`src/rtl/i2s_rx.sv`:
```
// rtl/i2s_rx.sv - I2S receiver: oversampled SCLK/LRCK/SDATA deserialized into stereo sample pairs
//
// Optional feature macro: I2S_RX_MONO_MIX_EN builds a registered (L+R)/2 mono output.
//
// Ports:
//   clk           system clock (clk_74a domain), at least 8x the bit clock
//   reset_n       synchronous active-low reset
//   i2s_sclk      bit clock, asynchronous to clk
//   i2s_lrck      word select, asynchronous (0 = left, 1 = right)
//   i2s_sdata     serial data, asynchronous, changes on the SCLK falling edge
//   sample_left   last complete left word of a delivered pair
//   sample_right  last complete right word of a delivered pair
//   sample_valid  one-cycle strobe when sample_left/sample_right update together
//   frame_err     one-cycle strobe when a word ends before SAMPLE_WIDTH bits
//   sample_mono   mixed mono sample, tied to 0 when the mix is not built
//
// SAMPLE_WIDTH must be at least 2.

module i2s_rx #(
    parameter int SAMPLE_WIDTH = 16
) (
    input  logic                    clk,
    input  logic                    reset_n,
    input  logic                    i2s_sclk,
    input  logic                    i2s_lrck,
    input  logic                    i2s_sdata,
    output logic [SAMPLE_WIDTH-1:0] sample_left,
    output logic [SAMPLE_WIDTH-1:0] sample_right,
    output logic                    sample_valid,
    output logic                    frame_err,
    output logic [SAMPLE_WIDTH-1:0] sample_mono
);

    localparam int CW = $clog2(SAMPLE_WIDTH);
    localparam logic [CW-1:0] LAST_BIT = CW'(SAMPLE_WIDTH - 1);

    typedef enum logic [1:0] {
        WAIT_SYNC,
        SHIFT,
        PAD
    } state_t;

    // Two-stage synchronizers; all three chains share depth so LRCK and
    // data line up with the SCLK edge they were launched against.
    logic [1:0] sclk_sync;
    logic [1:0] lrck_sync;
    logic [1:0] sdata_sync;
    logic       sclk_d;

    logic sclk_rise;
    logic lrck_s;
    logic sdata_s;
    logic word_start;

    state_t                  state;
    logic                    primed;
    logic                    lrck_prev;
    logic [CW-1:0]           bit_cnt;
    logic [SAMPLE_WIDTH-2:0] shreg;
    logic [SAMPLE_WIDTH-1:0] new_word;
    logic [SAMPLE_WIDTH-1:0] left_hold;
    logic                    left_ok;
    logic                    pair_done;

    always_ff @(posedge clk) begin
        if (!reset_n) begin
            sclk_sync  <= '0;
            lrck_sync  <= '0;
            sdata_sync <= '0;
            sclk_d     <= 1'b0;
        end else begin
            sclk_sync  <= {sclk_sync[0], i2s_sclk};
            lrck_sync  <= {lrck_sync[0], i2s_lrck};
            sdata_sync <= {sdata_sync[0], i2s_sdata};
            sclk_d     <= sclk_sync[1];
        end
    end

    assign sclk_rise = sclk_sync[1] & ~sclk_d;
    assign lrck_s    = lrck_sync[1];
    assign sdata_s   = sdata_sync[1];

    // lrck_prev is meaningless until the first rising edge after reset has
    // loaded it, so no word start can be seen before then.
    assign word_start = primed & (lrck_s != lrck_prev);

    // Word as it stands after shifting in the current bit.
    assign new_word = {shreg, sdata_s};

    // A right word completing while a left word is waiting forms a pair.
    assign pair_done = sclk_rise && (state == SHIFT) && !word_start &&
                       (bit_cnt == LAST_BIT) && lrck_s && left_ok;

    always_ff @(posedge clk) begin
        if (!reset_n) begin
            state        <= WAIT_SYNC;
            primed       <= 1'b0;
            lrck_prev    <= 1'b0;
            bit_cnt      <= '0;
            shreg        <= '0;
            left_hold    <= '0;
            left_ok      <= 1'b0;
            sample_left  <= '0;
            sample_right <= '0;
            sample_valid <= 1'b0;
            frame_err    <= 1'b0;
        end else begin
            sample_valid <= 1'b0;
            frame_err    <= 1'b0;
            if (sclk_rise) begin
                primed    <= 1'b1;
                lrck_prev <= lrck_s;
                case (state)
                    WAIT_SYNC: begin
                        // The edge carrying the LRCK change is the delay slot.
                        if (word_start) begin
                            state   <= SHIFT;
                            bit_cnt <= '0;
                        end
                    end
                    SHIFT: begin
                        if (word_start) begin
                            // Short word: drop it and any left word waiting
                            // for its partner, then restart on this edge.
                            frame_err <= 1'b1;
                            left_ok   <= 1'b0;
                            bit_cnt   <= '0;
                        end else begin
                            shreg   <= new_word[SAMPLE_WIDTH-2:0];
                            bit_cnt <= bit_cnt + CW'(1);
                            if (bit_cnt == LAST_BIT) begin
                                state <= PAD;
                                if (!lrck_s) begin
                                    left_hold <= new_word;
                                    left_ok   <= 1'b1;
                                end else if (left_ok) begin
                                    sample_left  <= left_hold;
                                    sample_right <= new_word;
                                    sample_valid <= 1'b1;
                                    left_ok      <= 1'b0;
                                end
                                // A right word with no left partner is dropped.
                            end
                        end
                    end
                    PAD: begin
                        if (word_start) begin
                            state   <= SHIFT;
                            bit_cnt <= '0;
                        end
                    end
                    default: state <= WAIT_SYNC;
                endcase
            end
        end
    end

`ifdef I2S_RX_MONO_MIX_EN
    // One extra bit of headroom makes the sum exact, so halving it can never
    // overflow and no saturation is needed.
    logic signed [SAMPLE_WIDTH:0]   mix_sum;
    logic        [SAMPLE_WIDTH-1:0] mono_q;

    assign mix_sum = $signed({left_hold[SAMPLE_WIDTH-1], left_hold}) +
                     $signed({new_word[SAMPLE_WIDTH-1], new_word});

    always_ff @(posedge clk) begin
        if (!reset_n) begin
            mono_q <= '0;
        end else if (pair_done) begin
            mono_q <= SAMPLE_WIDTH'(mix_sum >>> 1);
        end
    end

    assign sample_mono = mono_q;
`else
    assign sample_mono = '0;
`endif

endmodule
```
`config.mk`:
```
export PLATFORM = sky130hd
export DESIGN_NAME = i2s_rx
export DESIGN_NICKNAME = d
export VERILOG_FILES = /design/src/rtl/i2s_rx.sv
export SDC_FILE = /design/constraint.sdc
export NUM_CORES = 1
export LEC_CHECK = 0
export CAP_MARGIN = 10
export CORE_ASPECT_RATIO = 1.2
export CORE_MARGIN = 2
export CORE_UTILIZATION = 40
export DETAILED_ROUTE_END_ITERATION = 8
export HOLD_SLACK_MARGIN = 0.12
export SLEW_MARGIN = 20
export SYNTH_ARGS = -nofsm -noshare
export SYNTH_HDL_FRONTEND = slang
export SYNTH_SLANG_ARGS = --single-unit
```
`constraint.sdc`:
```
create_clock -name clk -period 5 [get_ports clk]
set_clock_uncertainty 0.2 [all_clocks]
set_input_delay 1 -clock clk [delete_from_list [all_inputs] [get_ports clk]]
set_output_delay 1 -clock clk [all_outputs]
set_load 0.03 [all_outputs]
```
Word-level counts from Yosys, hierarchy flattened. Cells that the tools add are included.

Register bits after elaboration: 81. Latch bits: 0. Bits in writable memories: 0. Bits in read-only memories: 0. Bits of input ports: 5. Output and inout port bits: 50. Word-level logic and storage cells: 56. Memories: 0.

Add/sub/neg operators: 1. Multiply operators: 0. Div/mod/pow operators: 0. Magnitude comparators: 0. Eq/ne operators: 7. Shift-type cells: 0. Multiplexer cells: 12. Bitwise gates (word level): 9. Reductions and logical operators: 12.

Operators by type and width (count): 3-bit AND reduction (4); 4-bit two-way mux (2); 4-bit case mux with 2 select lines (1); 1-bit inverter (7); 2-bit two-way mux (3); 6-bit AND reduction (1); 6-bit OR reduction (1); 1-bit two-way mux (5); 5-bit AND reduction (1); 4-bit by 1-bit adder with 4-bit output, second input constant (1); 4-bit equality test, second input constant (1); 2-bit by 1-bit inequality test with 1-bit output, second input constant (2); 2-bit case mux with 2 select lines (1); 4-bit AND reduction (1); 2-bit nonzero test (2); 1-bit bitwise AND (2); 2-bit by 1-bit equality test with 1-bit output, second input constant (1); 2-bit equality test, second input constant (1); 2-bit zero test (1); 2-bit inequality test, second input constant (1); 2-bit OR reduction (1); 1-bit inequality test (1).

Logic depth before layout (Yosys ltp).
Word-level depth: 4. Gate-level depth with buffers: 7.

Least setup slack after synthesis. No wires, ideal clock.

Kind: input-to-reg. Start: in reset_n. End: reg sample_right[5]. Arrival: 2.038 ns. Required time: 4.733 ns. Slack: 2.695 ns. Cell stages on the path: 5. Buffers on the path: 3. Cells stage by stage: clkbuf_1 > clkbuf_1 > buf_1 > nand3_1 > o21ai_2.

RTL lines: from (decl) (RTL line 23) `input logic reset_n,`; to (signal assigned) (RTL line 138) `sample_right <= new_word;`; to (decl) (RTL line 28) `output logic [SAMPLE_WIDTH-1:0] sample_right,`.

Worst setup path after layout.
Start: reg sample_right[14]. End: out sample_right[14].

No word-level cell between the ends.

==> metrics.cfg <==
[global_route]
grt_first_pass_wirelength_um=9542
antenna_found_initial=0
grt.total_usage_pct=13.92
grt-ovfl-total=0
grt_pass1_vias=2070
grt_max_degree=50

[yosys]
synth_edf_count=0
synth_flop_cell=dfxtp_1
synth_top_area_share_pct=50.72
syn-mean-instance-area_um2=9.514
seq_area_frac_synth_pct=50.72
synth_area_leaders=dfxtp_1, nand2_1, o21ai_2, mux2i_1, nand3_1
ys_types=41
async_flop_share_pct=0
synthCells=336
yosysTopAreaCell=dfxtp_1
syn_area_um2=3197
yosysMostFrequentCell=dfxtp_1
ys_ff_latch=81
synthTopCellsByCount=dfxtp_1, nand2_1, nand3_1
yosys_warnings=0

[layout]
area_delta_synth_final_pct=15.62
final_util_pct=47.95
finalNetCount=369
diodes=0
fin_area_um2=3696
multi_input_area_um2=1358
regArea_um2=1622
fillers=732
drive_gt1_share_pct=15.76

[route]
first_pass_iters=4
viasPerCell=4.939
ant_nets=0
drt_iter0_drc=150
drc=0
routed_wl_um=5693
vias=2272
wl_per_cell_um=12.38

[timing]
relSlewSlack_pct=44.10
max_freq_ghz=0.3797
post-route-period-util_pct=52.68
fin_ws_ns=2.366
setup_viol=0
min_period_ns=2.634
tns_ns=0
tightest_slew_ns=0.8385
hold_viol=0
maxSlewViolCount=0
rsz0062_at_grt=no

[setup_path]
required_ns=3.80
cp_max_fo=2
critPathSlowestCell=clkdlybuf4s50_1
cp_cell_sequence=clkdlybuf4s50_1
crit_family=buffers and inverters
crit_path_end_kind=output port
cp-start-kind=register
cp.arrival_ns=1.43
path_class=register to output port
path_buf_inv=1
cpPeakStageDelay_ns=0.69

[floorplan]
std_cell_rows=35
die_w_um=85.61
core_area_um2=7707
initial_core_util_pct=41.48
io-pin-count=55
fp.dieArea_um2=8726
fp.dieH_um=101.9

[power_and_ir_drop]
ir_drop_uv=193.8
powerDensity_nw_per_um2=315.9
seqPwrFrac_pct=55.7
switching_share_pct=22.99
power_frac_comb_pct=3.2
p_int_w=0.0008990
leakagePower_nw=1.225
netSwitchingPower_w=0.0002684
power_frac_clock_pct=41.1

[place]
dpl-instance-area_um2=3488
dp_slack_ns=2.372
place_congestion=0.7441
io_buffers=38
dp_hpwl_um=3662

[clocking]
cts_made_buffers=9
cts_setup_buffers=0
clockBufferDepth=2
tritoncts=yes
postCtsHoldBufs=0
clk_latency_ns=0.35
htree_levels=3
cts_resized=0
cts_sinks=81
clockRootBuffer=clkbuf_8
cts.reportedPaths.clkPinSlew_ns=0.08

[job]
cap_violations=0

[run_status]
status=complete, no violations

[worst_hold_path]
hold_path.class=register to register

per-stage QoR:
step | hold WS [ns] | cells | total power, W
after CTS | 0.2359 | 460 | 0.001185
after global routing | 0.2580 | 460 | 0.001216
after detailed placement | 0.2169 | 444 | 0.0007024
after floorplan | 0.2119 | 351 | 0.0007068
after global placement | 0.2157 | 444 | 0.0007021
final | 0.2341 | 460 | 0.001167
state kept, by name, summed over array words and instances (netlist names):
| signal | cells |
|---|---|
| left_hold | 16 |
| sample_left | 16 |
| sample_right | 16 |
| shreg | 15 |
| bit_cnt | 4 |
| lrck_sync | 2 |
| sclk_sync | 2 |
| sdata_sync | 2 |
| state | 2 |
| frame_err | 1 |
| left_ok | 1 |
| lrck_prev | 1 |
| primed | 1 |
| sample_valid | 1 |
| sclk_d | 1 |
cell usage in the layout (no fill, tap or decap), types with 2 or more instances in the layout:
cell type	n
a21oi_1	19
a22oi_1	2
and2_1	7
and3_1	2
buf_4	2
clkbuf_8	10
clkdlybuf4s50_1	37
clkinv_2	2
clkinv_4	2
conb_1	16
dfxtp_1	81
inv_1	2
mux2i_1	16
nand2_1	68
nand3_1	27
nand3_2	10
nor2_1	4
o211ai_1	2
o21ai_0	6
o21ai_1	8
o21ai_2	23
layout make-up:
| cell class | instances | area share (%) |
|---|---|---|
| Clock buffer | 10 | 3.724 |
| Clock inverter | 6 | 1.794 |
| Inverter | 2 | 0.2031 |
| Multi-Input combinational cell | 229 | 36.73 |
| Sequential cell | 81 | 43.87 |
| Tap cell | 92 | 3.114 |
| Timing Repair Buffer | 40 | 10.56 |
power by group through the flow:
stage	Clock [W]	Sequential (W)	Combinational, W
6_report	0.000480	0.000650	0.0000375
5_1_grt	0.000525	0.000650	0.0000409
4_1_cts	0.000498	0.000650	0.0000373
3_5_place_dp	0	0.000665	0.0000373
3_3_place_gp	0	0.000665	0.0000370
2_1_floorplan	0	0.000664	0.0000427
routing by layer:
layer / routed length, µm / vias to the layer above / share of wire (%) / GRT usage (%)
li1: - / 1181 / - / -
met1: 2711 / 1032 / 48 / 16.88
met2: 2618 / 49 / 46 / 23.08
met3: 261 / 10 / 4.6 / 3.473
met4: 103 / 0 / 1.8 / 6.960
met5: 0 / - / 0 / 0
final timing paths:
| path | from | end | slack [ns] | cells after the start |
|---|---|---|---|---|
| max reg2reg | lrck_sync[1] | sample_right[5] | 2.55 | 5 |
| min | sdata_sync[0] | sdata_sync[1] | 0.23 | 1 |
| max | sample_right[14] | sample_right[14] | 2.37 | 1 |
| min reg2reg | sdata_sync[0] | sdata_sync[1] | 0.23 | 1 |
cell families (layout without fill, tap and decap cells):
group / count (synthesis) / count (layout) / share of synthesized area [%]
AND/OR/NAND/NOR: 126 / 126 / 19.80
flip-flops: 81 / 81 / 50.72
AO/OA/AOI/OAI: 68 / 68 / 14.44
buffers and inverters: 41 / 58 / 8.728
multiplexers: 16 / 16 / 5.010
XOR/XNOR: 2 / 2 / 0.7830
adder cells (fa/ha/maj): 1 / 1 / 0.3913
other: 1 / 16 / 0.1173
Note: power is estimated with default switching activity, not from simulation.
